**src/rtl/seg_reg_pkg.sv**
```systemverilog
// Shared definitions for the pipeline segment registers: default widths, the
// flush PC and the lane slicing helpers used by every bundle register.
package seg_reg_pkg;

  localparam int          SEG_XLEN     = 32;
  localparam logic [63:0] SEG_FLUSH_PC = 64'h0;

  function automatic int lane_lo(input int lane, input int width);
    return lane * width;
  endfunction

  function automatic int lane_hi(input int lane, input int width);
    return lane * width + width - 1;
  endfunction

endpackage

```
**src/rtl/sat_counter.sv**
```systemverilog
// Saturating event counter with synchronous active-low clear; it sticks at
// all-ones instead of wrapping.
module sat_counter #(
  parameter int W = 16
) (
  input  logic         clk,
  input  logic         rst_n,
  input  logic         inc,
  output logic [W-1:0] cnt
);

  always_ff @(posedge clk) begin
    if (!rst_n) begin
      cnt <= '0;
    end else if (inc && (cnt != '1)) begin
      cnt <= cnt + W'(1);
    end
  end

endmodule

```
**src/rtl/if_id_seg_bundle.sv**
```systemverilog
// IF/ID segment register for a multi-lane fetch bundle, with wrong-path lane
// squashing, flush-over-bubble priority and saturating bubble/flush counters.
module if_id_seg_bundle
  import seg_reg_pkg::*;
#(
  parameter int               XLEN     = SEG_XLEN,
  parameter int               LANES    = 2,
  parameter logic [XLEN-1:0]  FLUSH_PC = XLEN'(SEG_FLUSH_PC),
  parameter int               CNT_W    = 16
) (
  input  logic                  clk,
  input  logic                  rst_n,
  input  logic                  bubbleD,
  input  logic                  flushD,
  input  logic [LANES*XLEN-1:0] PC_IF,
  input  logic [LANES-1:0]      taken_IF,
  input  logic [LANES-1:0]      valid_IF,
  output logic [LANES*XLEN-1:0] PC_ID,
  output logic [LANES-1:0]      taken_ID,
  output logic [LANES-1:0]      valid_ID,
  output logic [CNT_W-1:0]      bubble_cnt,
  output logic [CNT_W-1:0]      flush_cnt
);

  logic [LANES-1:0] kill;

  // A lane is wrong-path once any earlier lane is a valid predicted-taken branch.
  always_comb begin
    logic hit;
    hit  = 1'b0;
    kill = '0;
    for (int i = 0; i < LANES; i++) begin
      kill[i] = hit;
      hit     = hit | (valid_IF[i] & taken_IF[i]);
    end
  end

  for (genvar i = 0; i < LANES; i++) begin : g_lane
    localparam int LO = lane_lo(i, XLEN);

    logic [XLEN-1:0] pc_q;
    logic            taken_q;
    logic            valid_q;

    always_ff @(posedge clk) begin
      if (!rst_n || flushD) begin
        pc_q    <= FLUSH_PC;
        taken_q <= 1'b0;
        valid_q <= 1'b0;
      end else if (!bubbleD) begin
        pc_q    <= PC_IF[LO +: XLEN];
        taken_q <= taken_IF[i] & valid_IF[i];
        valid_q <= valid_IF[i] & ~kill[i];
      end
    end

    assign PC_ID[LO +: XLEN] = pc_q;
    assign taken_ID[i]       = taken_q;
    assign valid_ID[i]       = valid_q;
  end

  // A flush during a bubble counts only as a flush.
  sat_counter #(.W(CNT_W)) u_bubble_cnt (
    .clk   (clk),
    .rst_n (rst_n),
    .inc   (bubbleD & ~flushD),
    .cnt   (bubble_cnt)
  );

  sat_counter #(.W(CNT_W)) u_flush_cnt (
    .clk   (clk),
    .rst_n (rst_n),
    .inc   (flushD),
    .cnt   (flush_cnt)
  );

endmodule

```
**config.mk**
```make
export PLATFORM = sky130hd
export DESIGN_NAME = if_id_seg_bundle
export DESIGN_NICKNAME = d
export VERILOG_FILES = /design/src/rtl/seg_reg_pkg.sv /design/src/rtl/sat_counter.sv /design/src/rtl/if_id_seg_bundle.sv
export SDC_FILE = /design/constraint.sdc
export NUM_CORES = 1
export LEC_CHECK = 0
export CAP_MARGIN = 20
export CORE_AREA = 2 2 101 103
export CTS_CLUSTER_DIAMETER = 120
export DETAILED_ROUTE_END_ITERATION = 8
export DIE_AREA = 0 0 103 105
export PLACE_DENSITY = 0.79
export SLEW_MARGIN = 20
export SYNTH_ARGS = -nofsm -noshare
export SYNTH_HDL_FRONTEND = slang
export SYNTH_SLANG_ARGS = --single-unit
```
**constraint.sdc**
```tcl
create_clock -name clk -period 2.1 [get_ports clk]
set_input_delay 0.21 -clock clk [delete_from_list [all_inputs] [get_ports clk]]
set_output_delay 0.21 -clock clk [all_outputs]
set_load 0.03 [all_outputs]
```
==> results.tsv <==
stage	metric	value	unit
status	status	finished, final reports clean	
pwr	Peak VDD IR	0.4575	mV
floorplan	Die Wd	103	µm
synth	Synth Area in Compound Gates	7.562	%
job	max-cap violations	0	
timing	hold_ws	0.3580	ns
grt	grt ovf	0	
placement	RePlAce Congestion	0.8811	
clocking	H-tree depth	3	
synth	Post-synth EDFFs	0	
floorplan	# IOs	172	
routing	antenna viol nets, final	0	
synth	multiplexer area fraction after synthesis	17.95	%
synth	register area share after synthesis	49.19	%
clocking	CTS Buf Count	9	
placement	placed inst area	5924	µm²
routing	DRT Wirelength	10.83	mm
floorplan	Die Span Y	105	µm
routing	DR vias	3719	
setup_path	Top Family by Delay on Critical Path	compound AO/OA/AOI/OAI gates	
clocking	CTS Hold Buffers Added	0	
timing	setup TNS	0	ns
synth	Post-Synth XOR/XNOR Area	0.2152	%
clocking	largest buffer count on any clock path	2	
timing	RSZ-0062 raised after global routing	false	
worst_hold_path	Hold Path Cell Cnt	5	
pwr	Sw Share	26.45	%
synth	Yosys warnings	0	
setup_path	Critical-path top delay cell	o41ai_4	
floorplan	row count	36	
timing	Final Max Tran Viols	0	
pwr	Pwr Density	590.5	nW/µm²
grt	first-pass GRT wire length	17.29	mm
layout	P&R area growth vs syn	49.68	%
routing	drt via density	5.116	
timing	Slew headroom	61.57	%
synth	simple-gate portion of the synthesized area	20.78	%
synth	ys flop type	dfxtp_1	
setup_path	Buffers & Inverters on Critical Path	0	
grt	Overall Global Routing Usage	19.92	%
worst_hold_path	worst min-delay path class	in -> reg	
routing	routed len/inst	14.89	µm
setup_path	Critical Path Stages	5	
grt	number of antenna violations at the first check in global routing	0	
timing	# setup viols final	0	
pwr	Internal	2.646	mW
setup_path	cells on worst reg2reg path	5	
pwr	Comb pwr share	14.8	%
setup_path	CP max stage delay	0.63	ns
clocking	post-CTS setup buffers	0	
layout	fin nets	663	
setup_path	CP startpoint kind	flip-flop	
floorplan	initial core utilization	42.22	%
timing	worst slew pin tran	0.5759	ns
clocking	CTS clk-pin slew, worst paths	0.10	ns
synth	FFs w/ async S/R, synth	0	%
clocking	Resized Gates After CTS	0	
grt	largest net degree at the start of global routing	71	
placement	Final HPWL DP	7.922	mm
layout	multi-input logic area	1921	µm²
routing	drc violations	0	
synth	Syn Std Cell Area	4070	µm²
floorplan	Core ar.	9639	µm²
timing	setup slack after layout	0.1768	ns
timing	Final Cycle Share	91.58	%
layout	Inserted Diodes	0	
synth	Synth cell types	40	
timing	maximum clock rate	520.0	MHz
timing	Final Hold Violating Endpoints	0	
timing	final clock skew	0.006979	ns
timing	fin crit period	1.923	ns
layout	post-route cell area	6092	µm²
pwr	Clk pwr share	30.4	%
grt	vias in the first global route	3581	
setup_path	crit path max fanout	9	
synth	FF+latch count, synth	100	
routing	first drt pass iteration count	4	
placement	pre-CTS setup slack	0.1500	ns
placement	Port Buf Inserts	171	
pwr	Sw Pwr	951.5	µW
clocking	clock latency on the worst-skew pair	0.36	ns
synth	Syn Area/Cell	9.668	µm²
setup_path	Worst EP required	2.33	ns
synth	Syn Inst Count	421	
setup_path	WS Path Type	reg -> reg	
pwr	Reg power frac	54.8	%
setup_path	CP arrival	2.15	ns
clocking	TritonCTS clock tree	yes	
setup_path	element type at the critical path end	flip-flop	
pwr	static leakage	2.357	nW
clocking	# clock sinks	100	
synth	largest family of logic cells by synthesized area	simple AND/OR/NAND/NOR gates	
clocking	CTS root buf	clkbuf_8	
layout	area occupied by registers	2002	µm²
layout	Fillers	802	
synth	adder-cell area share of the yosys netlist	0.6148	%
layout	fraction of layout cells with a size suffix above 1	6.061	%
routing	first-iteration detailed-routing DRC count	112	
setup_path	critical path cell sequence	ha_1 -> nand3_1 -> o41ai_4 -> mux2i_1 -> nor2_1	
synth	syn_nets	495	
floorplan	Die ar.	10820	µm²
[metrics by stage]
| step | util [%] | cells | total power, mW |
|---|---|---|---|
| after floorplan | - | 421 | 2.281 |
| after global placement | 61.46 | 711 | 2.535 |
| after detailed placement | 61.46 | 711 | 2.546 |
| after CTS | 63.20 | 727 | 3.630 |
| after global routing | 63.20 | 727 | 3.743 |
| final | 63.20 | 727 | 3.597 |
[layout by cell type, fill, tap and decap left out, types with 2 or more instances in the layout]
master,n
clkdlybuf4s50_1,170
dfxtp_1,100
nor2_1,78
mux2i_1,73
a21oi_1,20
nand2_1,18
nand4_1,10
buf_4,10
nand3_1,9
o21ai_0,9
clkbuf_8,9
nor3_1,8
nand2b_1,7
nor4_1,7
o31ai_1,6
or3_1,6
inv_1,5
or4_1,5
and4_1,4
and3_1,4
clkinv_2,4
o311ai_0,2
o41ai_1,2
nand4_4,2
a31oi_1,2
nor2b_1,2
or2_2,2
o211a_1,2
a22oi_1,2
ha_1,2
clkinvlp_4,2
buf_12,2
[layer usage]
metal	vias to the layer above	part of all wire, %	GRT usage [%]
met2	154	47	31.17
met3	12	11	9.097
li1	1828	-	-
met1	1725	41	24.17
met4	0	1.3	6.391
met5	-	0	0
[worst min-delay path: stages]
cell and delay, ns:
buf_4 0.13, nand2b_1 0.13, nor4_1 0.08, nor2_1 0.08, nor3_1 0.04
[power by group through the flow]
stage / sequential, mW / clock [mW] / combinational [mW]
2_1_floorplan: 2.10 / 0 / 0.179
3_3_place_gp: 2.01 / 0 / 0.523
3_5_place_dp: 2.01 / 0 / 0.532
4_1_cts: 1.97 / 1.12 / 0.534
5_1_grt: 1.98 / 1.20 / 0.564
6_report: 1.97 / 1.10 / 0.531
[synthesized netlist by cell type, drive strengths merged, types with 6 or more instances]
cell type	count	share of area [%]
o31ai	6	1.1
nor2	78	7.2
mux2i	73	18
nor4	7	1.1
nand4	12	2.6
or3	8	1.4
nor3	8	0.98
o21ai	9	1.1
a21oi	20	2.5
buf	11	1.9
nand2	19	1.8
nand2b	7	1.1
dfxtp	100	49
nand3	9	1.1
clkbuf	14	1.3
[state kept, by name (all words and copies together), names as in the netlist]
signal and flops:
u_flush_cnt.cnt 16, g_lane.taken_q 2, g_lane.pc_q 64, u_bubble_cnt.cnt 16
g_lane.valid_q 2
[final cells by class]
type / count / share of cell area (%)
well taps: 133 / 2.732
clock inverters: 7 / 0.7188
flip-flops and latches: 100 / 32.86
repair buffers: 182 / 29.82
inverters: 5 / 0.3081
multi-input cells: 291 / 31.53
clock buffers: 9 / 2.033
[logic make-up (layout without fill, tap and decap cells)]
family                   count (synthesis)  count (layout)
adder cells (fa/ha/maj)                  2               2
AND/OR/NAND/NOR                        168             168
multiplexers                            73              73
buffers and inverters                   30             203
XOR/XNOR                                 1               1
flip-flops                             100             100
AO/OA/AOI/OAI                           47              47
[final timing paths]
check	from	endpoint	slack [ns]
max	u_bubble_cnt.cnt[0]	u_bubble_cnt.cnt[1]	0.18
min reg2reg	g_lane[0].pc_q[12]	g_lane[0].pc_q[12]	0.51
min	bubbleD	u_bubble_cnt.cnt[12]	0.36
max reg2reg	u_bubble_cnt.cnt[0]	u_bubble_cnt.cnt[1]	0.18
Note: power is estimated with default switching activity, not from simulation.
==> variant 1, RTL diff (same flow settings) <==
Register the output `bubble_cnt`; this adds one clock of latency there. The other outputs are not delayed to match.
--- a/src/rtl/if_id_seg_bundle.sv
+++ b/src/rtl/if_id_seg_bundle.sv
@@ -23,2 +23,4 @@
 );
+
+  logic [CNT_W-1:0] bubble_cnt_d;
 
@@ -66,3 +68,3 @@
     .inc   (bubbleD & ~flushD),
-    .cnt   (bubble_cnt)
+    .cnt   (bubble_cnt_d)
   );
@@ -76,2 +78,6 @@
 
+  always_ff @(posedge clk) begin
+    bubble_cnt <= bubble_cnt_d;
+  end
+
 endmodule
Function: changed (Yosys sat finds a counterexample within 4 cycles, from zero or initial values and one cycle with rst_n low).
==> variant 1 against the unedited design <==
Core utilization increased by 7.6 points; non-clock buffer count is 1 higher; global-route usage increased by 1.4 points; wire length rose by 6.3%; count of clock-buffer cells in the layout increased by 12; worst setup slack got worse by 0.0047 ns; sequential power increased by 16%; fmax decreased by 0.24%; final area increased by 12%; critical path depth unchanged; synthesized area is 8.0% higher; synthesized cell count increased by 5.5%; power rose by 56%; sequential cell count up 16.
==> variant 1: results (changes against the unedited design) <==
CTS
---------------------------------------------------------------------------------
Register clock-pin slew on the reported worst setup and hold paths        0.06 ns   was 0.10 ns
Htree depth                                                                     4   was 3
CTS Buf Count                                                                  17   was 9
Clock insertion delay at the later pin of the skew report                 0.50 ns   was 0.36 ns

PLACEMENT
---------------------------------------------------------------------------------
Post-Place Worst Slack                                                -0.00967 ns   was 0.150 ns
Placement-stage cell area                                              6240 sq um   was 5920 sq um
Post-Place Cells                                                              731   was 711
RePlAce Congestion                                                          0.838   was 0.881
Dpl hpwl                                                                  7980 um   was 7920 um

OUTCOME
---------------------------------------------------------------------------------
Status                                                               complete, no violations   unchanged

SYNTH
---------------------------------------------------------------------------------
Net count after synthesis                                                     518   was 495
Count of warnings emitted by yosys                                              0   unchanged
Syn Inst Count                                                                444   was 421
Top cell types by occurrence after synthesis                         sky130_fd_sc_hd__dfxtp_1, sky130_fd_sc_hd__nor2_1, sky130_fd_sc_hd__mux2i_1, sky130_fd_sc_hd__nand2_1, sky130_fd_sc_hd__a21oi_1   was sky130_fd_sc_hd__dfxtp_1, sky130_fd_sc_hd__nor2_1, sky130_fd_sc_hd__mux2i_1, sky130_fd_sc_hd__a21oi_1, sky130_fd_sc_hd__nand2_1
Count of distinct cell types in the synthesized netlist                        43   was 40
Top area cells in the synthesized netlist                            sky130_fd_sc_hd__dfxtp_1, sky130_fd_sc_hd__mux2i_1, sky130_fd_sc_hd__nor2_1   unchanged

ROUTING
---------------------------------------------------------------------------------
DR pass1 iterations                                                             4   unchanged
Routed wire length                                                       11500 um   was 10800 um
Mean number of vias per cell                                                 5.15   was 5.12
Via count                                                                    3923   was 3719
Violation count after the first detailed-route iteration                      131   was 112

LAYOUT
---------------------------------------------------------------------------------
Fillcell total                                                                769   was 802
Nets@finish                                                                   691   was 663
Fraction of final layout cells sized beyond drive strength 1                7.31%   was 6.06%

GLOBAL ROUTE
---------------------------------------------------------------------------------
Wire length of the first global-routing pass                             18200 um   was 17300 um
Vias in the first global route                                               3835   was 3581
Gr usage total                                                              21.3%   was 19.9%

SETUP PATH
---------------------------------------------------------------------------------
Worst endpoint data arrival time                                          2.36 ns   was 2.15 ns
Critical path's largest stage delay                                       0.52 ns   was 0.63 ns
Crit-path slowest cell                                               sky130_fd_sc_hd__or3_1   was sky130_fd_sc_hd__o41ai_4

PWR
---------------------------------------------------------------------------------
Switching Fraction                                                          22.0%   was 26.5%
Worst vdd ir                                                             0.611 mV   was 0.457 mV
Standby leakage power                                                     2.61 nW   was 2.36 nW

STA
---------------------------------------------------------------------------------
Minimum setup slack in the final design                                  0.172 ns   was 0.177 ns
Worst slew margin                                                           24.9%   was 61.6%
Worst clock skew                                                       0.00982 ns   was 0.00698 ns
Hold slack final                                                         0.146 ns   was 0.358 ns

[variant 1: cell types whose count changed after synthesis, sizes merged, moves of 4 or more]
| cell | before | now |
|---|---|---|
| dfxtp | 100 | 116 |
| or4 | 5 | 11 |
| o31ai | 6 | 10 |
| o21ai | 9 | 5 |
| and3 | 4 | 0 |
| or3 | 8 | 3 |
[variant 1: worst max-delay path, delay by kind of cell (launching register included)]
family | cells | cell delay, ns
compound gates | 1 | 0.14
buf+inv | 1 | 0.11
simple gates | 2 | 1.02
flops | 1 | 0.37
fa+ha+maj | 1 | 0.22
[variant 1: kinds of logic after synthesis]
logic type	count (synthesis)	synth area share [%]
adder cells (fa/ha/maj)	2	0.569
buffers and inverters	34	3.39
multiplexers	73	16.6
AND/OR/NAND/NOR	169	19.2
AO/OA/AOI/OAI	50	7.32
flip-flops	116	52.8
[variant 1: final timing paths]
kind,from,to,cells past startpoint
max,u_bubble_cnt.cnt[0],u_bubble_cnt.cnt[8],5
min,bubbleD,u_bubble_cnt.cnt[2],4
max reg2reg,u_bubble_cnt.cnt[0],u_bubble_cnt.cnt[8],5
min reg2reg,u_bubble_cnt.cnt[1],bubble_cnt[1],0
[variant 1: power by group through the flow]
stage	Clock, mW	Sequential [mW]	Combinational [mW]
2_1_floorplan	0	2.41	0.173
3_3_place_gp	0	2.32	0.522
3_5_place_dp	0	2.33	0.529
4_1_cts	2.85	2.28	0.534
5_1_grt	2.96	2.29	0.564
6_report	2.81	2.28	0.530
[variant 1: layer usage]
metal,global-route usage [%],up-vias,part of all wire (%)
li1,-,1917,-
met1,23.9,1853,40
met2,36.1,133,51
met3,7.56,20,6.8
met4,8.93,0,2.4
met5,0,-,0
[variant 1: cell type report]
cell class | instances | area (sq um) | area share [%]
Clock inverter | 10 | 131 | 1.92
Multi-Input combinational cell | 294 | 1930 | 28.2
Sequential cell | 116 | 2320 | 34.0
Clock buffer | 21 | 449 | 6.58
Tap cell | 133 | 166 | 2.44
Timing Repair Buffer | 183 | 1810 | 26.5
Inverter | 5 | 18.8 | 0.275
[variant 1: through the flow]
stage                     total power, mW  TNS, ns
after floorplan                      2.59        0
after global placement               2.85        0
after detailed placement             2.86  -0.0129
after CTS                            5.67        0
after global routing                 5.81        0
final                                5.62        0
==> variant 2, RTL diff (same flow settings) <==
Without the edit above. `LANES`: 2 -> 1.
--- a/src/rtl/if_id_seg_bundle.sv
+++ b/src/rtl/if_id_seg_bundle.sv
@@ -6,3 +6,3 @@
   parameter int               XLEN     = SEG_XLEN,
-  parameter int               LANES    = 2,
+  parameter int               LANES    = 1,
   parameter logic [XLEN-1:0]  FLUSH_PC = XLEN'(SEG_FLUSH_PC),
Interface: changed (6 resized); port bits go from 172 to 104. The function was not compared with the original's and may differ.
==> variant 2 against the unedited design <==
Wire length down 28%; sequential cell count is 34 lower; final area down 29%; power is 29% lower; sequential power is 34% lower; final cell count shrank 23%; worst setup slack improved by 0.12 ns; highest routed layer unchanged; synthesized area decreased by 29%.
==> variant 2: results (changes against the unedited design) <==
OUTCOME
------------------------------------------------------------------------
Status                                                      complete, no violations   unchanged

PLACEMENT
------------------------------------------------------------------------
Dpl hpwl                                                         5730 um   was 7920 um
IO buf count                                                         103   was 171
Post-Place Cells                                                     546   was 711
Post-Place Worst Slack                                          0.128 ns   was 0.150 ns
RePlAce Congestion                                                 0.815   was 0.881

SYNTH
------------------------------------------------------------------------
Net count after synthesis                                            350   was 495
Top area cells in the synthesized netlist                   sky130_fd_sc_hd__dfxtp_1, sky130_fd_sc_hd__mux2i_1, sky130_fd_sc_hd__nor2_1   unchanged
Count of distinct cell types in the synthesized netlist               41   was 40

MIN PATH
------------------------------------------------------------------------
Sink of the worst hold path                                 u_bubble_cnt.cnt[8]   was u_bubble_cnt.cnt[12]

SETUP PATH
------------------------------------------------------------------------
Timing endpoint of the critical path                        u_bubble_cnt.cnt[15]   was u_bubble_cnt.cnt[1]
Depth of the worst register-to-register path                           4   was 5
Crit-path slowest cell                                      sky130_fd_sc_hd__dfxtp_1   was sky130_fd_sc_hd__o41ai_4
Critical path's top delay family                            simple AND/OR/NAND/NOR gates   was compound AO/OA/AOI/OAI gates
Reg-to-Reg Start                                            u_bubble_cnt.cnt[9]   was u_bubble_cnt.cnt[0]
Crit Path Max Fanout                                                   8   was 9

LAYOUT
------------------------------------------------------------------------
Fraction of area in multi-input gates                              34.0%   was 31.5%
Count of non-CTS buffers in the layout                               117   was 182
Non-clock buffer area fraction after layout                        26.6%   was 29.8%
Number of flip-flops under the largest register name                  32   was 64

GLOBAL ROUTE
------------------------------------------------------------------------
Wire length of the first global-routing pass                    12500 um   was 17300 um

ROUTING
------------------------------------------------------------------------
Total routed wire length on the met1 layer                       3300 um   was 4480 um
Violation count after the first detailed-route iteration             115   was 112
Via count                                                           2751   was 3719

STA
------------------------------------------------------------------------
Peak clock frequency supported by timing                         555 MHz   was 520 MHz
Worst slew margin                                                  62.3%   was 61.6%

CTS
------------------------------------------------------------------------
Clock insertion delay at the later pin of the skew report        0.33 ns   was 0.36 ns

PWR
------------------------------------------------------------------------
Worst vdd ir                                                    0.294 mV   was 0.457 mV

[variant 2: changes by cell type after synthesis, moves of 7 or more]
cell / change
sky130_fd_sc_hd__clkbuf_1: -7
sky130_fd_sc_hd__dfxtp_1: -34
sky130_fd_sc_hd__mux2i_1: -35
sky130_fd_sc_hd__nor2_1: -35
sky130_fd_sc_hd__o21ai_1: +7
[variant 2: power by group]
group | total [mW] | internal, mW | switching (mW)
Combinational | 0.300 | 0.156 | 0.144
Clock | 0.970 | 0.511 | 0.459
Sequential | 1.30 | 1.28 | 0.0171
[variant 2: per-stage QoR]
stage          hold WS (ns)  utilization (%)  cell area [sq um]
5_1_grt               0.421             44.6               4300
3_3_place_gp          0.474             42.8               4120
3_5_place_dp          0.484             42.8               4120
6_report              0.350             44.6               4300
2_1_floorplan         0.354                -               2890
4_1_cts               0.339             44.6               4300
[variant 2: worst min-delay path: cells and delay by family]
| family | cells | cell delay, ns |
|---|---|---|
| and+or+nand+nor | 4 | 0.28 |
| buffers and inverters | 1 | 0.13 |
